**src/rtl/apb_pkg.sv**
```systemverilog
// Shared constants and types for the APB register completer.
// Register map, FSM states and a byte-strobe merge helper.
package apb_pkg;

    localparam int AW_DEF = 8;
    localparam int DW_DEF = 32;
    localparam int SW_DEF = DW_DEF / 8;

    localparam logic [31:0] ID_DEF = 32'hA5B0_0001;

    localparam logic [7:0] ADDR_CTRL    = 8'h00;
    localparam logic [7:0] ADDR_STATUS  = 8'h04;
    localparam logic [7:0] ADDR_SCRATCH = 8'h08;
    localparam logic [7:0] ADDR_ID      = 8'h0C;

    typedef enum logic [1:0] {
        IDLE,
        SETUP,
        ACCESS
    } apb_state_e;

    // Replace only the byte lanes whose strobe is set.
    function automatic logic [31:0] strb_merge(
        input logic [31:0] old_v,
        input logic [31:0] new_v,
        input logic [3:0]  strb
    );
        logic [31:0] r;
        r = old_v;
        for (int b = 0; b < 4; b++) begin
            if (strb[b]) begin
                r[8*b +: 8] = new_v[8*b +: 8];
            end
        end
        return r;
    endfunction

endpackage

```
**src/rtl/apb_sync2.sv**
```systemverilog
// Two-flop synchronizer for a single asynchronous level.
// Both stages clear to 0 on reset.
module apb_sync2 (
    input  logic pclk,
    input  logic preset,
    input  logic d,
    output logic q
);

    logic r_meta;
    logic r_q;

    // Shift the async level through two pclk flops.
    always_ff @(posedge pclk or posedge preset) begin
        if (preset) begin
            r_meta <= 1'b0;
            r_q    <= 1'b0;
        end else begin
            r_meta <= d;
            r_q    <= r_meta;
        end
    end

    assign q = r_q;

endmodule

```
**src/rtl/apb_reg_slave.sv**
```systemverilog
// APB completer with programmable wait states and a small register file.
// CTRL drives o_hw_ctl; STATUS reports a synchronized HW status and its edge.
module apb_reg_slave
    import apb_pkg::*;
#(
    parameter int              AW          = AW_DEF,
    parameter int              DW          = DW_DEF,
    parameter int              SW          = DW / 8,
    parameter int              WAIT_CYCLES = 1,
    parameter logic [DW-1:0]   ID_VALUE    = ID_DEF
) (
    input  logic          pclk,
    input  logic          preset,
    input  logic [AW-1:0] i_paddr,
    input  logic          i_pwrite,
    input  logic          i_psel,
    input  logic          i_penable,
    input  logic [DW-1:0] i_pwdata,
    input  logic [SW-1:0] i_pstrb,
    output logic [DW-1:0] o_prdata,
    output logic          o_pslverr,
    output logic          o_pready,
    output logic          o_hw_ctl,
    input  logic          i_hw_sts
);

    localparam logic [3:0] WAIT_LD = 4'(WAIT_CYCLES);

    apb_state_e    r_state;
    logic [3:0]    r_wcnt;
    logic          r_ctrl;
    logic [DW-1:0] r_scratch;
    logic          r_sts_d;
    logic          r_sts_edge;

    logic          w_setup;
    logic          w_ready;
    logic          w_aligned;
    logic          w_in_range;
    logic          w_hit_ctrl;
    logic          w_hit_status;
    logic          w_hit_scratch;
    logic          w_hit_id;
    logic          w_err;
    logic          w_commit;
    logic          w_sts_sync;
    logic          w_sts_rise;
    logic          w_sts_clr;
    logic [DW-1:0] w_rdata;

    apb_sync2 u_sync (
        .pclk   (pclk),
        .preset (preset),
        .d      (i_hw_sts),
        .q      (w_sts_sync)
    );

    // A setup phase is accepted whenever no access is in flight; SETUP is the
    // state right after a completion, where a back-to-back setup may arrive.
    assign w_setup = (r_state != ACCESS) & i_psel & ~i_penable;
    assign w_ready = (r_state == ACCESS) & i_psel & i_penable
                   & (r_wcnt == 4'd0);

    assign w_aligned     = (i_paddr[1:0] == 2'b00);
    assign w_in_range    = (i_paddr <= AW'(ADDR_ID));
    assign w_hit_ctrl    = (i_paddr == AW'(ADDR_CTRL));
    assign w_hit_status  = (i_paddr == AW'(ADDR_STATUS));
    assign w_hit_scratch = (i_paddr == AW'(ADDR_SCRATCH));
    assign w_hit_id      = (i_paddr == AW'(ADDR_ID));

    assign w_err    = ~w_aligned | ~w_in_range | (i_pwrite & w_hit_id);
    assign w_commit = w_ready & i_pwrite & ~w_err;

    assign w_sts_rise = w_sts_sync & ~r_sts_d;
    assign w_sts_clr  = w_commit & w_hit_status & i_pwdata[1] & i_pstrb[0];

    // Transfer FSM and wait-state counter.
    always_ff @(posedge pclk or posedge preset) begin
        if (preset) begin
            r_state <= IDLE;
            r_wcnt  <= 4'd0;
        end else begin
            unique case (r_state)
                IDLE, SETUP: begin
                    if (w_setup) begin
                        r_wcnt  <= WAIT_LD;
                        r_state <= ACCESS;
                    end else begin
                        r_state <= IDLE;
                    end
                end
                ACCESS: begin
                    if (!i_psel) begin
                        r_state <= IDLE;
                    end else if (w_ready) begin
                        r_state <= SETUP;
                    end else if (r_wcnt != 4'd0) begin
                        r_wcnt <= r_wcnt - 4'd1;
                    end
                end
                default: r_state <= IDLE;
            endcase
        end
    end

    // CTRL register; its bit drives the HW control output directly.
    always_ff @(posedge pclk or posedge preset) begin
        if (preset) begin
            r_ctrl <= 1'b0;
        end else if (w_commit & w_hit_ctrl & i_pstrb[0]) begin
            r_ctrl <= i_pwdata[0];
        end
    end

    // SCRATCH register with per-byte write strobes.
    always_ff @(posedge pclk or posedge preset) begin
        if (preset) begin
            r_scratch <= '0;
        end else if (w_commit & w_hit_scratch) begin
            r_scratch <= strb_merge(r_scratch, i_pwdata, i_pstrb);
        end
    end

    // Sticky status edge: a new rising edge beats a same-cycle W1C clear.
    always_ff @(posedge pclk or posedge preset) begin
        if (preset) begin
            r_sts_d    <= 1'b0;
            r_sts_edge <= 1'b0;
        end else begin
            r_sts_d    <= w_sts_sync;
            r_sts_edge <= w_sts_rise | (r_sts_edge & ~w_sts_clr);
        end
    end

    // Read data mux; misaligned or unmapped addresses fall to zero.
    always_comb begin
        w_rdata = '0;
        unique case (1'b1)
            w_hit_ctrl:    w_rdata = {{(DW-1){1'b0}}, r_ctrl};
            w_hit_status:  w_rdata = {{(DW-2){1'b0}}, r_sts_edge, w_sts_sync};
            w_hit_scratch: w_rdata = r_scratch;
            w_hit_id:      w_rdata = ID_VALUE;
            default:       w_rdata = '0;
        endcase
    end

    assign o_pready  = w_ready;
    assign o_pslverr = w_ready & w_err;
    assign o_prdata  = (w_ready & ~i_pwrite & ~w_err) ? w_rdata : '0;
    assign o_hw_ctl  = r_ctrl;

endmodule

```
**config.mk**
```make
export PLATFORM = sky130hd
export DESIGN_NAME = apb_reg_slave
export DESIGN_NICKNAME = d
export VERILOG_FILES = /design/src/rtl/apb_pkg.sv /design/src/rtl/apb_sync2.sv /design/src/rtl/apb_reg_slave.sv
export SDC_FILE = /design/constraint.sdc
export NUM_CORES = 1
export LEC_CHECK = 0
export ABC_AREA = 1
export CORE_MARGIN = 1.5
export CORE_UTILIZATION = 45
export DETAILED_ROUTE_END_ITERATION = 10
export HOLD_SLACK_MARGIN = 0.06
export MAX_ROUTING_LAYER = met4
export PLACE_DENSITY = 0.77
export SYNTH_ARGS = -nofsm -noshare
export SYNTH_HDL_FRONTEND = slang
export SYNTH_SLANG_ARGS = --single-unit
```
**constraint.sdc**
```tcl
create_clock -name pclk -period 2.7 [get_ports pclk]
set_input_delay 0.675 -clock pclk [delete_from_list [all_inputs] [get_ports pclk]]
set_output_delay 0.675 -clock pclk [all_outputs]
set_load 0.03 [all_outputs]
```
# == After elaboration in Yosys (flattened, before gate mapping) ==
# Index checks and enable logic that the tools add are counted.
# totals
ff_bits,43
word_cells,76
# classes
reduce_logical,12
magnitude_cmp,1
bitwise_logic,29
eq_ne,11
addsub,1
mux,11
# ops
cell,n
$pmux 32 s4,1
$mux 32,1
$and 1x1->1,19
$eq 8x4->1 const B,2
$mux 4,4
$eq 8x3->1 const B,1
$le 8x4->1 const B,1
$logic_not 8->1,1
$ne 2x2->1 const B,4
$pmux 4 s2,1
$reduce_and 2->1,4
$not 1->1,7
$mux 2,3
$reduce_and 5->1,1
$logic_not 2->1,2
$logic_not 4->1,1
$pmux 2 s2,1
$reduce_bool 4->1,1
$sub 4x1->4 const B,1
$ne 3x3->1 const B,1
$or 1x1->1,3
$eq 2x1->1 const B,1
$eq 2x2->1 const B,1
$ne 2x1->1 const B,1
other kinds (2),2

# == Longest topological paths before layout ==
# depth
word_depth,12
depth_mapped,9
ltp_nobuf,9

# == Modules after synthesis ==
# From an unflattened synthesis, not the netlist that was laid out.
# hier_totals
cells_unflattened,316
area_unflattened_um2,2406.1
# modules_own_cells
module,area_per_inst_um2,instances,cells_each
apb_reg_slave,2352.3,1,313
apb_sync2,53.8,1,3

# == Worst setup path after synthesis ==
# OpenSTA, ideal clock, no wires.
# synth_timing
path_type,input -> output
start,input port i_paddr[2]
end,output port o_prdata[10]
setup_slack_ns,0.175
arrival_ns,1.850
path_stages,8
n_path_buf,3
required_time_ns,2.025
path_cell_list,buf_6 inv_1 nand3_1 nor2_4 buf_6 buf_4 nand2_1 nor2_1
# synth_via
elab_chain_len,7
elab_cells_between_ends,13
classes_between,1 x order compare; 3 x eq/ne; 2 x mux; 6 x bitwise; 1 x reduce/logical
# synth_lines
item,line_no,rtl
"start, declared",apb_reg_slave.sv:14,"input logic [AW-1:0] i_paddr,"
$le 8x4->1,apb_reg_slave.sv:65,assign w_in_range = (i_paddr <= AW'(ADDR_ID));
$not 1->1,apb_reg_slave.sv:71,assign w_err = ~w_aligned | ~w_in_range | (i_pwrite & w_hit_id);
$or 1x1->1 (2 in a row),apb_reg_slave.sv:71,
$not 1->1,apb_reg_slave.sv:149,assign o_prdata = (w_ready & ~i_pwrite & ~w_err) ? w_rdata : '0;
$and 1x1->1,apb_reg_slave.sv:149,
$mux 32 *,apb_reg_slave.sv:149,
"end, declared",apb_reg_slave.sv:20,"output logic [DW-1:0] o_prdata,"
# Mark *: on every way between the ends. The rest lies on a longest branch, timed or not.

# == Worst setup path after layout ==
# layout_timing
start,input port i_paddr[0]
end,output port o_prdata[5]
# layout_via
elab_chain_len,7
elab_cells_between_ends,15
classes_between,1 x order compare; 3 x eq/ne; 2 x mux; 7 x bitwise; 2 x reduce/logical
# layout_lines
item,line_no
$le 8x4->1 or $logic_not 2->1 (tied branches),"apb_reg_slave.sv:65, apb_reg_slave.sv:64"
$not 1->1,apb_reg_slave.sv:71
$or 1x1->1 (2 in a row),apb_reg_slave.sv:71
$not 1->1,apb_reg_slave.sv:149
$and 1x1->1,apb_reg_slave.sv:149
$mux 32 *,apb_reg_slave.sv:149
# Marks and branches as above.

==> run_results.csv <==
group,metric,value,unit
cts,clk_path_buf_depth,2,
sta,maxSlewHeadroom,0.4914,
placement,dp_hpwl,4460,µm
cts,clk_pin_slew_worst_paths,0.08,ns
flow_run,drv_cap,0,
placement,place_ws,-0.1488,ns
detailed_routing,initialDrtViolationCount,142,
sta,hold_viol,0,
yosys,yosysWarningCount,0,
global_route,antenna_found_initial,0,
final_layout,finalCoreUtilization,0.6930,
worst_setup_path,required,2.03,ns
sta,setup_ws,0.04305,ns
cts,h-tree-depth,2,
floorplanning,coreArea,5140,µm²
floorplanning,start_util,0.4674,
yosys,ys_seq_elements,43,
floorplanning,io_pins,85,
placement,io_buffers,84,
floorplanning,fp-row-count,26,
final_layout,final_area,3562,µm²
cts,insertion_delay,0.29,ns
global_route,track_usage,0.2338,
sta,period_minus_slack,2.657,ns
global_route,grt_pass1_vias,2332,
detailed_routing,route.detailed.drc,0,
detailed_routing,via_per_inst,5.139,
global_route,grt_max_degree,34,
power_and_ir_drop,powerDensity,390.8,nW/µm²
final_layout,antenna_cells,0,
yosys,yosysTopAreaCellShare,0.4479,
cts,tritoncts,"yes",
sta,finalClockSkew,0.008549,ns
detailed_routing,ant_nets,0,
floorplanning,die_x,76.07,µm
detailed_routing,totalWireLength,6726,µm
yosys,yosys.area.top_type,"dfrtp_1",
cts,cts-root-buf,"clkbuf_8",
yosys,synth.area.top_cells,"dfrtp_1 (45%), nand2_1 (18%), nand4_1 (10%), nor2_1 (7.5%), inv_1 (3.6%)",
sta,maxSlewViolCount,0,
sta,tns,0,ns
detailed_routing,num_vias,2508,
floorplanning,die_h,76.07,µm
worst_setup_path,cp_max_fo,6,
worst_setup_path,worstPathCellList,"dlygate4sd2_1 -> nor2_4 -> nand3_2 -> nor2_4 -> clkbuf_16 -> nand2_1 -> nor2_1 -> buf_4",
power_and_ir_drop,total_power,1.392,mW
global_route,grt_first_pass_wirelength,10630,µm
sta,period_share,0.9841,
worst_setup_path,path_buf_inv,3,
worst_setup_path,crit_type,"in -> out",
status,status,"finished, final reports clean",
global_route,overflow,0,
yosys,ys_types,26,
worst_setup_path,critPathMaxStageDelay,0.28,ns
sta,fmax,0.3764,GHz
placement,gp_congestion,0.8435,
detailed_routing,wire_per_inst,13.78,µm
yosys,ys_seq_area_frac,0.4479,
worst_setup_path,cp.arrival,1.98,ns
worst_setup_path,cp_common_cell,"nor2_4",
final_layout,seq_area,1076,µm²
detailed_routing,first_pass_iters,5,
placement,placed_cell_area,3294,µm²
power_and_ir_drop,p_leak,1.826,nW
cts,cts_hold_buf,0,
worst_setup_path,startpoint_type,"input pin",
worst_setup_path,path_delay_family,"buffers and inverters",
floorplanning,dieArea,5786,µm²
min_path,hold_path.class,"reg -> reg",
yosys,syn_avg_cell_area,7.626,µm²
final_layout,multi_input_area,1164,µm²
yosys,postSynthCellCount,315,
yosys,syn_nets,366,
cts,cts_made_buffers,5,
sta,setup_violations,0,
worst_setup_path,cp_slowest_cell,"dlygate4sd2_1",
worst_setup_path,critPathCaptureType,"output port",
final_layout,fin_nets,468,
power_and_ir_drop,ir_worst_vdd,0.2916,mV
cts,cts.sinks,43,
sta,tightest_slew,0.7611,ns
final_layout,area_delta_synth_final,48.28,%
final_layout,n_fill_cell,444,
final_layout,drive_gt1_frac,0.2392,
yosys,synth_area,2402,µm²
[repair_timing]
action | in CTS | in global routing
pin swaps | 1 | 4
gates resized for setup | 15 | 15
gates cloned | 1 | 3
setup buffers | 1 | 1
endpoints found under the setup margin | 31 | 33
[power breakdown]
part | total (mW) | internal, mW | switching [mW]
clock network | 0.398 | 0.181 | 0.217
logic | 0.299 | 0.135 | 0.164
registers | 0.695 | 0.672 | 0.0231
[synth_stat cells, drive strengths merged]
cell type	number
clkbuf	2
nor3	2
ha	1
dfrtp	43
nand2	116
xor2	2
a31oi	1
nand4	40
o22ai	1
o211ai	1
o21ai	3
buf	14
nor2	56
nand3	8
inv	25
[final cells by class]
type / count / area share
Clock buffer: 6 / 0.02037
Clock inverter: 2 / 0.003512
Inverter: 25 / 0.02634
Multi-Input combinational cell: 231 / 0.3267
Sequential cell: 43 / 0.3021
Tap cell: 70 / 0.02459
Timing Repair Buffer: 111 / 0.2965
[final timing paths]
path	depth (start not counted)	slack (ns)	start	endpoint
min	0	0.35	u_sync.r_meta$_DFF_PP0_	u_sync.q$_DFF_PP0_
max in group asynchronous	3	1.43	preset	r_scratch[23]$_DFFE_PP0P_
max	8	0.04	i_paddr[0]	o_prdata[5]
min reg2reg	0	0.35	u_sync.r_meta$_DFF_PP0_	u_sync.q$_DFF_PP0_
min in group asynchronous	2	0.72	preset	r_scratch[6]$_DFFE_PP0P_
max reg2reg	9	0.61	r_wcnt[0]$_DFFE_PP0P_	r_scratch[15]$_DFFE_PP0P_
[per-layer routing]
metal  share of wire  track usage
met2            0.49       0.3883
met3           0.070      0.04910
met5               0            -
met4           0.019      0.07593
met1            0.42       0.2863
[per-stage QoR]
stage | hold WS (ns) | cells
2_1_floorplan | 0.3312 | 315
5_1_grt | 0.3772 | 488
4_1_cts | 0.3555 | 484
3_5_place_dp | 0.3364 | 474
3_3_place_gp | 0.3327 | 474
6_report | 0.3519 | 488
[registers in the layout, indices dropped and copies added (netlist names)]
register       flops
r_scratch         32
r_wcnt             4
r_state            2
o_hw_ctl           1
r_sts_d            1
r_sts_edge         1
u_sync.q           1
u_sync.r_meta      1
[cell usage in the layout (no fill, tap or decap), drive strengths merged]
cell type / instances
nor2: 56
clkbuf: 8
dlymetal6s2s: 6
nand2: 116
a31oi: 1
o211ai: 1
clkinvlp: 1
dfrtp: 43
o22ai: 1
dlygate4sd2: 4
buf: 58
nand3: 8
o21ai: 3
ha: 1
nor3: 2
clkinv: 1
clkdlybuf4s50: 40
bufbuf: 1
inv: 25
xor2: 2
nand4: 40
[logic make-up (layout without fill, tap and decap cells)]
| logic type | Yosys count | after routing | share of synthesized area |
|---|---|---|---|
| buf+inv | 41 | 144 | 0.08958 |
| xor+xnor | 2 | 2 | 0.007293 |
| flops | 43 | 43 | 0.4479 |
| fa+ha+maj | 1 | 1 | 0.005208 |
| compound gates | 6 | 6 | 0.01459 |
| simple gates | 222 | 222 | 0.4354 |
No activity file was read; power rests on OpenSTA's default activity.
